==> src/rtl/alu_result_monitor_if.sv <==
// ALU writeback capture bus and record-stream handshake for alu_result_monitor.
// The master side drives the ALU outputs and out_ready; the monitor is the slave.
interface alu_result_monitor_if #(
    parameter int unsigned SEQ_W = 8
);
    logic             in_valid;
    logic [3:0]       in_a;
    logic [3:0]       in_b;
    logic [1:0]       in_op;
    logic [3:0]       in_result;
    logic             in_carry;
    logic             in_zero;
    logic             in_overflow;
    logic             out_valid;
    logic             out_ready;
    logic [SEQ_W+17:0] out_data;

    modport master (
        output in_valid, in_a, in_b, in_op, in_result, in_carry, in_zero, in_overflow,
        output out_ready,
        input  out_valid, out_data
    );

    modport slave (
        input  in_valid, in_a, in_b, in_op, in_result, in_carry, in_zero, in_overflow,
        input  out_ready,
        output out_valid, out_data
    );
endinterface

==> src/rtl/alu_result_monitor.sv <==
// Captures ALU writeback records, recomputes the golden result, tags mismatches and
// queues records in a show-ahead FIFO with drop and mismatch counters.
module alu_result_monitor #(
    parameter int unsigned DEPTH = 16,
    parameter int unsigned SEQ_W = 8,
    parameter int unsigned CNT_W = 16
) (
    input  logic                     clk,
    input  logic                     rst,
    alu_result_monitor_if.slave      bus,
    input  logic                     clear,
    output logic [$clog2(DEPTH):0]   fifo_count,
    output logic [CNT_W-1:0]         drop_cnt,
    output logic [CNT_W-1:0]         mismatch_cnt,
    output logic                     mismatch_seen
);
    localparam int unsigned PTR_W = $clog2(DEPTH);
    localparam int unsigned REC_W = SEQ_W + 18;
    localparam logic [PTR_W:0] FULL_CNT = (PTR_W + 1)'(DEPTH);

    logic [SEQ_W-1:0] seq_q;

    // Stage 1: raw capture of the ALU outputs
    logic             s1_valid_q;
    logic [SEQ_W-1:0] s1_seq_q;
    logic [1:0]       s1_op_q;
    logic [3:0]       s1_a_q;
    logic [3:0]       s1_b_q;
    logic [3:0]       s1_res_q;
    logic             s1_carry_q;
    logic             s1_zero_q;
    logic             s1_ovf_q;

    // Stage 2: checked record awaiting FIFO push
    logic             s2_valid_q;
    logic [REC_W-1:0] s2_rec_q;

    logic [4:0] sum;
    logic [4:0] diff;
    logic [3:0] gold_res;
    logic       gold_carry;
    logic       gold_zero;
    logic       gold_ovf;
    logic       mismatch;

    logic [REC_W-1:0] mem [DEPTH];
    logic [PTR_W-1:0] wr_ptr_q;
    logic [PTR_W-1:0] rd_ptr_q;
    logic [PTR_W:0]   count_q;
    logic             push_ok;
    logic             pop;
    logic             drop;

    always_ff @(posedge clk) begin
        if (rst) begin
            seq_q      <= '0;
            s1_valid_q <= 1'b0;
            s1_seq_q   <= '0;
            s1_op_q    <= '0;
            s1_a_q     <= '0;
            s1_b_q     <= '0;
            s1_res_q   <= '0;
            s1_carry_q <= 1'b0;
            s1_zero_q  <= 1'b0;
            s1_ovf_q   <= 1'b0;
        end else begin
            s1_valid_q <= bus.in_valid;
            if (bus.in_valid) begin
                seq_q      <= seq_q + 1'b1;
                s1_seq_q   <= seq_q;
                s1_op_q    <= bus.in_op;
                s1_a_q     <= bus.in_a;
                s1_b_q     <= bus.in_b;
                s1_res_q   <= bus.in_result;
                s1_carry_q <= bus.in_carry;
                s1_zero_q  <= bus.in_zero;
                s1_ovf_q   <= bus.in_overflow;
            end
        end
    end

    always_comb begin
        sum        = {1'b0, s1_a_q} + {1'b0, s1_b_q};
        diff       = {1'b0, s1_a_q} - {1'b0, s1_b_q};
        gold_res   = '0;
        gold_carry = 1'b0;
        gold_ovf   = 1'b0;
        unique case (s1_op_q)
            2'b00: begin
                gold_res   = sum[3:0];
                gold_carry = sum[4];
                gold_ovf   = (s1_a_q[3] == s1_b_q[3]) && (s1_a_q[3] != sum[3]);
            end
            2'b01: begin
                gold_res   = diff[3:0];
                gold_carry = diff[4];
                gold_ovf   = (s1_a_q[3] != s1_b_q[3]) && (s1_a_q[3] != diff[3]);
            end
            2'b10: gold_res = s1_a_q & s1_b_q;
            2'b11: gold_res = s1_a_q | s1_b_q;
        endcase
        gold_zero = (gold_res == 4'h0);
        mismatch  = (gold_res != s1_res_q) || (gold_carry != s1_carry_q) ||
                    (gold_zero != s1_zero_q) || (gold_ovf != s1_ovf_q);
    end

    always_ff @(posedge clk) begin
        if (rst) begin
            s2_valid_q <= 1'b0;
            s2_rec_q   <= '0;
        end else begin
            s2_valid_q <= s1_valid_q;
            if (s1_valid_q) begin
                s2_rec_q <= {s1_seq_q, s1_op_q, s1_a_q, s1_b_q, s1_res_q,
                             s1_carry_q, s1_zero_q, s1_ovf_q, mismatch};
            end
        end
    end

    // A full FIFO still accepts a push when the head leaves in the same cycle
    assign pop     = (count_q != '0) && bus.out_ready;
    assign push_ok = s2_valid_q && ((count_q != FULL_CNT) || pop);
    assign drop    = s2_valid_q && !push_ok;

    always_ff @(posedge clk) begin
        if (!rst && push_ok) begin
            mem[wr_ptr_q] <= s2_rec_q;
        end
    end

    always_ff @(posedge clk) begin
        if (rst) begin
            wr_ptr_q <= '0;
            rd_ptr_q <= '0;
            count_q  <= '0;
        end else begin
            if (push_ok) wr_ptr_q <= wr_ptr_q + 1'b1;
            if (pop)     rd_ptr_q <= rd_ptr_q + 1'b1;
            if (push_ok && !pop)      count_q <= count_q + 1'b1;
            else if (!push_ok && pop) count_q <= count_q - 1'b1;
        end
    end

    // Clear beats a same-cycle increment; counters saturate at all-ones
    always_ff @(posedge clk) begin
        if (rst || clear) begin
            drop_cnt      <= '0;
            mismatch_cnt  <= '0;
            mismatch_seen <= 1'b0;
        end else begin
            if (drop && (drop_cnt != '1)) drop_cnt <= drop_cnt + 1'b1;
            if (s1_valid_q && mismatch) begin
                mismatch_seen <= 1'b1;
                if (mismatch_cnt != '1) mismatch_cnt <= mismatch_cnt + 1'b1;
            end
        end
    end

    assign bus.out_valid = (count_q != '0);
    assign bus.out_data  = mem[rd_ptr_q];
    assign fifo_count    = count_q;
endmodule

==> src/flat_wrapper.sv <==
// flat-port wrapper written by rule: the top's interface ports become plain ports
module alu_result_monitor_flat 
#(
    parameter int unsigned DEPTH = 16,
    parameter int unsigned SEQ_W = 8,
    parameter int unsigned CNT_W = 16
)
  (clk, rst, clear, fifo_count, drop_cnt, mismatch_cnt, mismatch_seen, bus_in_valid, bus_in_a, bus_in_b, bus_in_op, bus_in_result, bus_in_carry, bus_in_zero, bus_in_overflow, bus_out_ready, bus_out_valid, bus_out_data);
  alu_result_monitor_if #(.SEQ_W(SEQ_W)) bus_i ();
  input  logic clk;
  input  logic rst;
  input  logic clear;
  output logic [$clog2(DEPTH):0] fifo_count;
  output logic [CNT_W-1:0] drop_cnt;
  output logic [CNT_W-1:0] mismatch_cnt;
  output logic mismatch_seen;
  input wire logic [$bits(bus_i.in_valid)-1:0] bus_in_valid;
  input wire logic [$bits(bus_i.in_a)-1:0] bus_in_a;
  input wire logic [$bits(bus_i.in_b)-1:0] bus_in_b;
  input wire logic [$bits(bus_i.in_op)-1:0] bus_in_op;
  input wire logic [$bits(bus_i.in_result)-1:0] bus_in_result;
  input wire logic [$bits(bus_i.in_carry)-1:0] bus_in_carry;
  input wire logic [$bits(bus_i.in_zero)-1:0] bus_in_zero;
  input wire logic [$bits(bus_i.in_overflow)-1:0] bus_in_overflow;
  input wire logic [$bits(bus_i.out_ready)-1:0] bus_out_ready;
  output wire logic [$bits(bus_i.out_valid)-1:0] bus_out_valid;
  output wire logic [$bits(bus_i.out_data)-1:0] bus_out_data;
  assign bus_i.in_valid = bus_in_valid;
  assign bus_i.in_a = bus_in_a;
  assign bus_i.in_b = bus_in_b;
  assign bus_i.in_op = bus_in_op;
  assign bus_i.in_result = bus_in_result;
  assign bus_i.in_carry = bus_in_carry;
  assign bus_i.in_zero = bus_in_zero;
  assign bus_i.in_overflow = bus_in_overflow;
  assign bus_i.out_ready = bus_out_ready;
  assign bus_out_valid = bus_i.out_valid;
  assign bus_out_data = bus_i.out_data;
  alu_result_monitor #(.DEPTH(DEPTH), .SEQ_W(SEQ_W), .CNT_W(CNT_W)) u_core (.clk(clk), .rst(rst), .bus(bus_i), .clear(clear), .fifo_count(fifo_count), .drop_cnt(drop_cnt), .mismatch_cnt(mismatch_cnt), .mismatch_seen(mismatch_seen));
endmodule
==> config.mk <==
export PLATFORM = sky130hd
export DESIGN_NAME = alu_result_monitor_flat
export DESIGN_NICKNAME = d
export VERILOG_FILES = /design/src/rtl/alu_result_monitor_if.sv /design/src/rtl/alu_result_monitor.sv /design/src/flat_wrapper.sv
export SDC_FILE = /design/constraint.sdc
export NUM_CORES = 1
export LEC_CHECK = 0
export ABC_AREA = 0
export BUFFER_PORTS_ARGS = -buffer_cell sky130_fd_sc_hd__buf_2
export CAP_MARGIN = 40
export CORE_MARGIN = 8
export CORE_UTILIZATION = 55
export CTS_CLUSTER_DIAMETER = 30
export DETAILED_ROUTE_END_ITERATION = 7
export PLACE_DENSITY = 0.71
export SYNTH_ARGS = -nofsm -noshare
export SYNTH_HDL_FRONTEND = slang
export SYNTH_SLANG_ARGS = --single-unit
==> constraint.sdc <==
create_clock -name clk -period 4 [get_ports clk]
set_input_delay 0.4 -clock clk [delete_from_list [all_inputs] [get_ports clk]]
set_output_delay 0.4 -clock clk [all_outputs]
set_load 0.1 [all_outputs]
Yosys cells after proc, flatten, opt, wreduce, memory -nomap -nowiden
Memory sizes are Yosys's and may differ from the RTL's. A register that Yosys moved wholly into a read port is not among the register bits. Cells that the tools add are included.

Bits in registers: 107. Bits in latches: 0. Bits in writable memories: 416. Bits in read-only memories: 0. Input port bits: 22. Word-level logic and storage cells: 76. Memories: 1.

Add/subtract/negate cells: 9. $mul: 0. Div/mod/pow operators: 0. Magnitude comparators: 0. Equal/unequal tests: 14. Shift-type cells: 0. Muxes and demuxes: 9. Bitwise gates (word level): 2. Reductions and logical operators: 23.

Memories: u_core.mem (words 16, bits a word 26, read ports 1, clocked after Yosys merged registers in 1, write ports 1, RTL line alu_result_monitor.sv:46) `logic [REC_W-1:0] mem [DEPTH];`.

Operators with widths (count): 16-bit by 1-bit adder with 16-bit output (second input constant) (2); 16-bit != test (second input constant) (2); 4-bit case mux with 4 select lines (1); 1-bit logical AND (10); 5-bit two-way mux (2); 4-bit by 1-bit adder with 4-bit output (second input constant) (2); 8-bit by 1-bit adder with 8-bit output (second input constant) (1); 4-bit two-way mux (2); 1-bit != test (6); 4-bit by 4-bit adder with 5-bit output (1); 5-bit by 1-bit adder with 5-bit output (second input constant) (1); 1-bit logical OR (5); 5-bit != test (second input constant) (1); 5-bit nonzero test (1); 4-bit by 4-bit subtractor with 5-bit output (1); 5-bit by 1-bit subtractor with 5-bit output (second input constant) (1); 4-bit AND (1); 2-bit == test (second input constant) (2); 4-bit zero test (1); 4-bit != test (1); 4-bit OR (1); 1-bit case mux with 2 select lines (2); 1-bit zero test (3); 2-bit by 1-bit == test with 1-bit output (second input constant) (1); 5 further kinds (6).

Logic depth before layout (Yosys ltp)
Depth after elaboration: 8. Gate-level depth with buffers: 14. Depth with buffers taken out: 13.

Worst setup path after synthesis
OpenSTA, ideal clock, no wires.

Path type: reg2reg. Start point: register u_core.count_q[0], in the netlist u_core.fifo_count[0]. End point: memory u_core.mem[0][0] in the netlist's numbering, enable pin. Library setup time: 442 ps. Arrival time: 3835 ps. Slack: -277 ps. Stages on the path, launching flop included: 8. Buffers on the path: 1. Clock period less this slack: 4277 ps. Path through: dfxtp_1 -> or4_1 -> nor3b_1 -> nor2b_1 -> clkbuf_1 -> nor2b_1 -> nand2_1 -> nor3_1.

Word-level cells in the longest chain between the ends: 7. Elaborated cells on any way between the ends: 8. Classes of those cells: eq/ne: 1; mux: 2; reduce/logical: 5.

RTL lines: start: declaration (RTL line alu_result_monitor.sv:49) `logic [PTR_W:0] count_q;`; start signal: assignment (RTL line alu_result_monitor.sv:139) `if (push_ok && !pop) count_q <= count_q + 1'b1;`; start signal: assignment (RTL line alu_result_monitor.sv:140) `else if (!push_ok && pop) count_q <= count_q - 1'b1;`; 5-bit nonzero test (RTL line alu_result_monitor.sv:121) `assign pop = (count_q != '0) && bus.out_ready;`; 1-bit logical AND (RTL line alu_result_monitor.sv:121); 1-bit logical OR * (RTL line alu_result_monitor.sv:122) `assign push_ok = s2_valid_q && ((count_q != FULL_CNT) || pop);`; 1-bit logical AND * (RTL line alu_result_monitor.sv:122); 1-bit logical AND * (RTL line alu_result_monitor.sv:126) `if (!rst && push_ok) begin`; 1-bit two-way mux * (RTL line alu_result_monitor.sv:126); 1-bit two-way mux (implied by the code) * (RTL line alu_result_monitor.sv:127) `mem[wr_ptr_q] <= s2_rec_q;`; end: declaration (RTL line alu_result_monitor.sv:46).

Every way passes the cells marked *; elsewhere a longest branch is shown, timed or not.

==> impl_results.md <==
- Status: completed
- R2R Path End: u_core.fifo_count[4]
- Dpl cell area: around 22000 sq um
- Number of synthesized flops with an enable pin: 416
- VDD IR max: ~0.00048 V
- I/O pin cnt: 87
- Ys async rst share: 0%
- CTS resizes: 0
- Syn Area/Cell: 17.8 sq um
- Reg power frac: 36.7%
- Vias in the first global route: 11800
- Post-route minimum period: between 3000 and 4000 ps
- CP max FO: 31
- Port Buf Inserts: 86
- Clk pin slew, worst setup/hold paths: 50 ps
- Syn Std Cell Area: 20800 sq um
- Initial DRT Pass Iterations: 5
- Crit path DAT: roughly 3000 ps
- Synthesized flop and latch total: 527
- P_leak: between 0.008 and 0.009 uW
- Top FF cell, synth: edfxtp_1
- Clock sinks: between 500 and 600
- Slew @ Worst Pin: 871 ps
- Mapped Nets: 1216
- FP Rows: 71
- Fill count: 2493
- Final WL: 45200 microns
- Fin crit share: 84.3%
- First-pass GRT wire length: ~70000 microns
- Synthesis warning total: 0
- Final Max Slew Viols: 0
- Hold Vio Cnt, Final: 0
- Die H: 211 microns
- Top cells by area, synth: edfxtp_1, mux4_2, dfxtp_1
- CP endpoint kind: primary output
- HP Class: input port to flip-flop
- Total GRT Usage: 20.8%
- Max_slew headroom: 41.9%
- Largest family of logic cells by synthesized area: multiplexers
- FF-to-FF Start: u_core.fifo_count[0]
- Hold slack final: about 45 ps
- Setup Buffers After CTS: 0
- Design area: 25400 sq um
- Die Wd: ~210 microns
- Pwr Total: 16600 uW
- Wirelength per Cell: 23.7 microns
- Seq/Total Area, Yosys: 70.7%
- Largest net degree at the start of global routing: 77
- Layout cell share with drive strength beyond 1: a little under a third
- Req. time, crit path: 3600 ps
- Critical Path Source Type: flip-flop
- Synth top cells by count: edfxtp_1, mux4_2, nor2_1
- FF-to-FF path depth: 12
- Sw Share: 26.3%
- RePlAce Congestion: 0.824
- Clock root cell: clkbuf_16
- Die Area: between 40000 and 50000 sq um
- Via count: 11200
- Quantity of hold-fixing buffers added after cts: 0
- Initial Utilization: 55.5%
- Grt total ovfl: 0
- Post-synth cell types: 54
- Most common cell in the netlist: edfxtp_1
- CTS tree: done
- 1st-iter DRT viols: 880
- DRC errors left: 0
- Cell Pwr Density: around 660 nW/um^2
- WS Path Type: flip-flop to primary output
- Area of the multi-input gates: 5890 sq um
- Reg area: 14700 sq um
- NetSw: 4380 uW
- Combinational share of power: roughly 15%
- Setup slack, reg-to-reg: 770 ps
- Clock buffer count from CTS: 95
- Post-layout nets: approximately 1400
- Post-synthesis simple-gate area fraction: 5.33%
- Core box area: 37500 sq um
- DR vias/cell: 5.87
- Synth area leader: edfxtp_1
- Initial antenna violation count: 1
- Compound-Gate Fraction of Synth Area: 2.38%
- Top cell type's share of synthesized area: 60.0%
- Setup Skew: 23.6 ps
- Worst-Skew Late Latency: ~600 ps
- Max Freq: around 300 MHz
- Clock Power Share: 48.6%
- P&R area growth vs syn: 22.0%
- Max Root-Sink Buffers: 3
- Max-cap viol count: 0
- Cells after synthesis: 1167
- Ant. Diodes: 0
- Post-synthesis adder-cell area fraction: 1.73%
- Post-route setup TNS: 0 ps
- Post-Synth XOR/XNOR Area: approximately 1.3%
- Post-synthesis mux area share: 16.9%
- Setup crit end: bus_out_data[17]
- Setup repair after global routing missed its margin: false
- Final setup vio count: 0
- CTS H-tree depth: 3
- Int Pwr: 12300 uW
- HPWL Detailed: 25400 microns
- Post-route ant nets: 0
-- worst min path at each step --
stage / start / to / slack [ps] / cells after the start
after floorplan: u_core.seq_q[7] / u_core.seq_q[7] / 460 / 2
after global placement: u_core.s1_seq_q[2] / u_core.s1_seq_q[2] / 470 / 2
after detailed placement: u_core.rd_ptr_q[1] / flip-flop / 480 / 2
after CTS: bus_in_zero / u_core.s1_zero_q / 20 / 3
after global routing: bus_in_b[3] / u_core.s1_b_q[3] / 40 / 3
final: bus_in_zero / u_core.s1_zero_q / 50 / 3
-- power groups by stage --
stage / Combinational [uW] / Sequential, uW / Clock (uW)
2_1_floorplan: 1970 / 6230 / 0
3_5_place_dp: 2470 / 6220 / 0
6_report: 2450 / 6110 / 8080
5_1_grt: 2590 / 6120 / 8450
3_3_place_gp: 2450 / 6210 / 0
4_1_cts: 2490 / 6110 / 8190
-- cell usage in the layout (no fill, tap or decap), types with 8 or more instances in the layout --
cell	n
xnor2_1	11
bufinv_16	13
a21oi_1	24
o21ai_0	9
dfxtp_1	106
nor2_4	12
mux4_2	131
clkinv_2	16
clkbuf_16	98
clkinv_4	14
nand3_1	9
mux2i_1	56
o21ai_1	9
edfxtp_1	416
and3_1	9
clkinvlp_4	12
inv_1	21
ha_1	24
nand4_1	15
nor2_1	101
nand2_1	28
nor2b_1	8
xor2_1	21
buf_2	86
or3_1	15
buf_4	24
-- logic make-up (layout without fill, tap and decap cells) --
logic type | after synthesis | in the layout
fa+ha+maj | 27 | 27
buf+inv | 84 | 313
simple gates | 234 | 234
flops | 527 | 527
mux | 187 | 187
compound gates | 76 | 76
xor+xnor | 32 | 32
-- state kept, by name, summed over array words and instances, names as in the netlist, 5 cells and up, named ones only --
name	flops
u_core.mem	416
u_core.s2_rec_q	26
u_core.drop_cnt	16
u_core.mismatch_cnt	16
u_core.s1_seq_q	8
u_core.seq_q	8
u_core.fifo_count	5
-- metal layers --
metal	wire (microns)	up-vias	global-route usage (%)
li1	-	4948	-
met3	2890	79	4.26
met5	0	-	0
met1	18700	5762	27.6
met4	1060	0	7.53
met2	22500	397	34.2
-- worst max-delay path: stages, from the launching register on --
cell and delay, ps:
dfxtp_4 640, buf_12 320, mux4_2 570, mux4_2 520, buf_2 320
-- area by class of cell --
type                            count  share of cell area [%]
Sequential cell                   527                    58.0
Multi-Input combinational cell    556                    23.2
Clock buffer                      106                    9.90
Clock inverter                     69                    3.08
Timing Repair Buffer              117                    2.99
Tap cell                          511                    2.52
Inverter                           21                   0.311
-- through the flow --
step,cells,setup WS (ps),util (%)
floorplan,1167,159,-
global placement,1731,841,58.9
detailed placement,1732,767,58.9
CTS,1907,524,67.7
global route,1907,492,67.7
finish,1907,627,67.7
(Power assumes the default switching activity.)
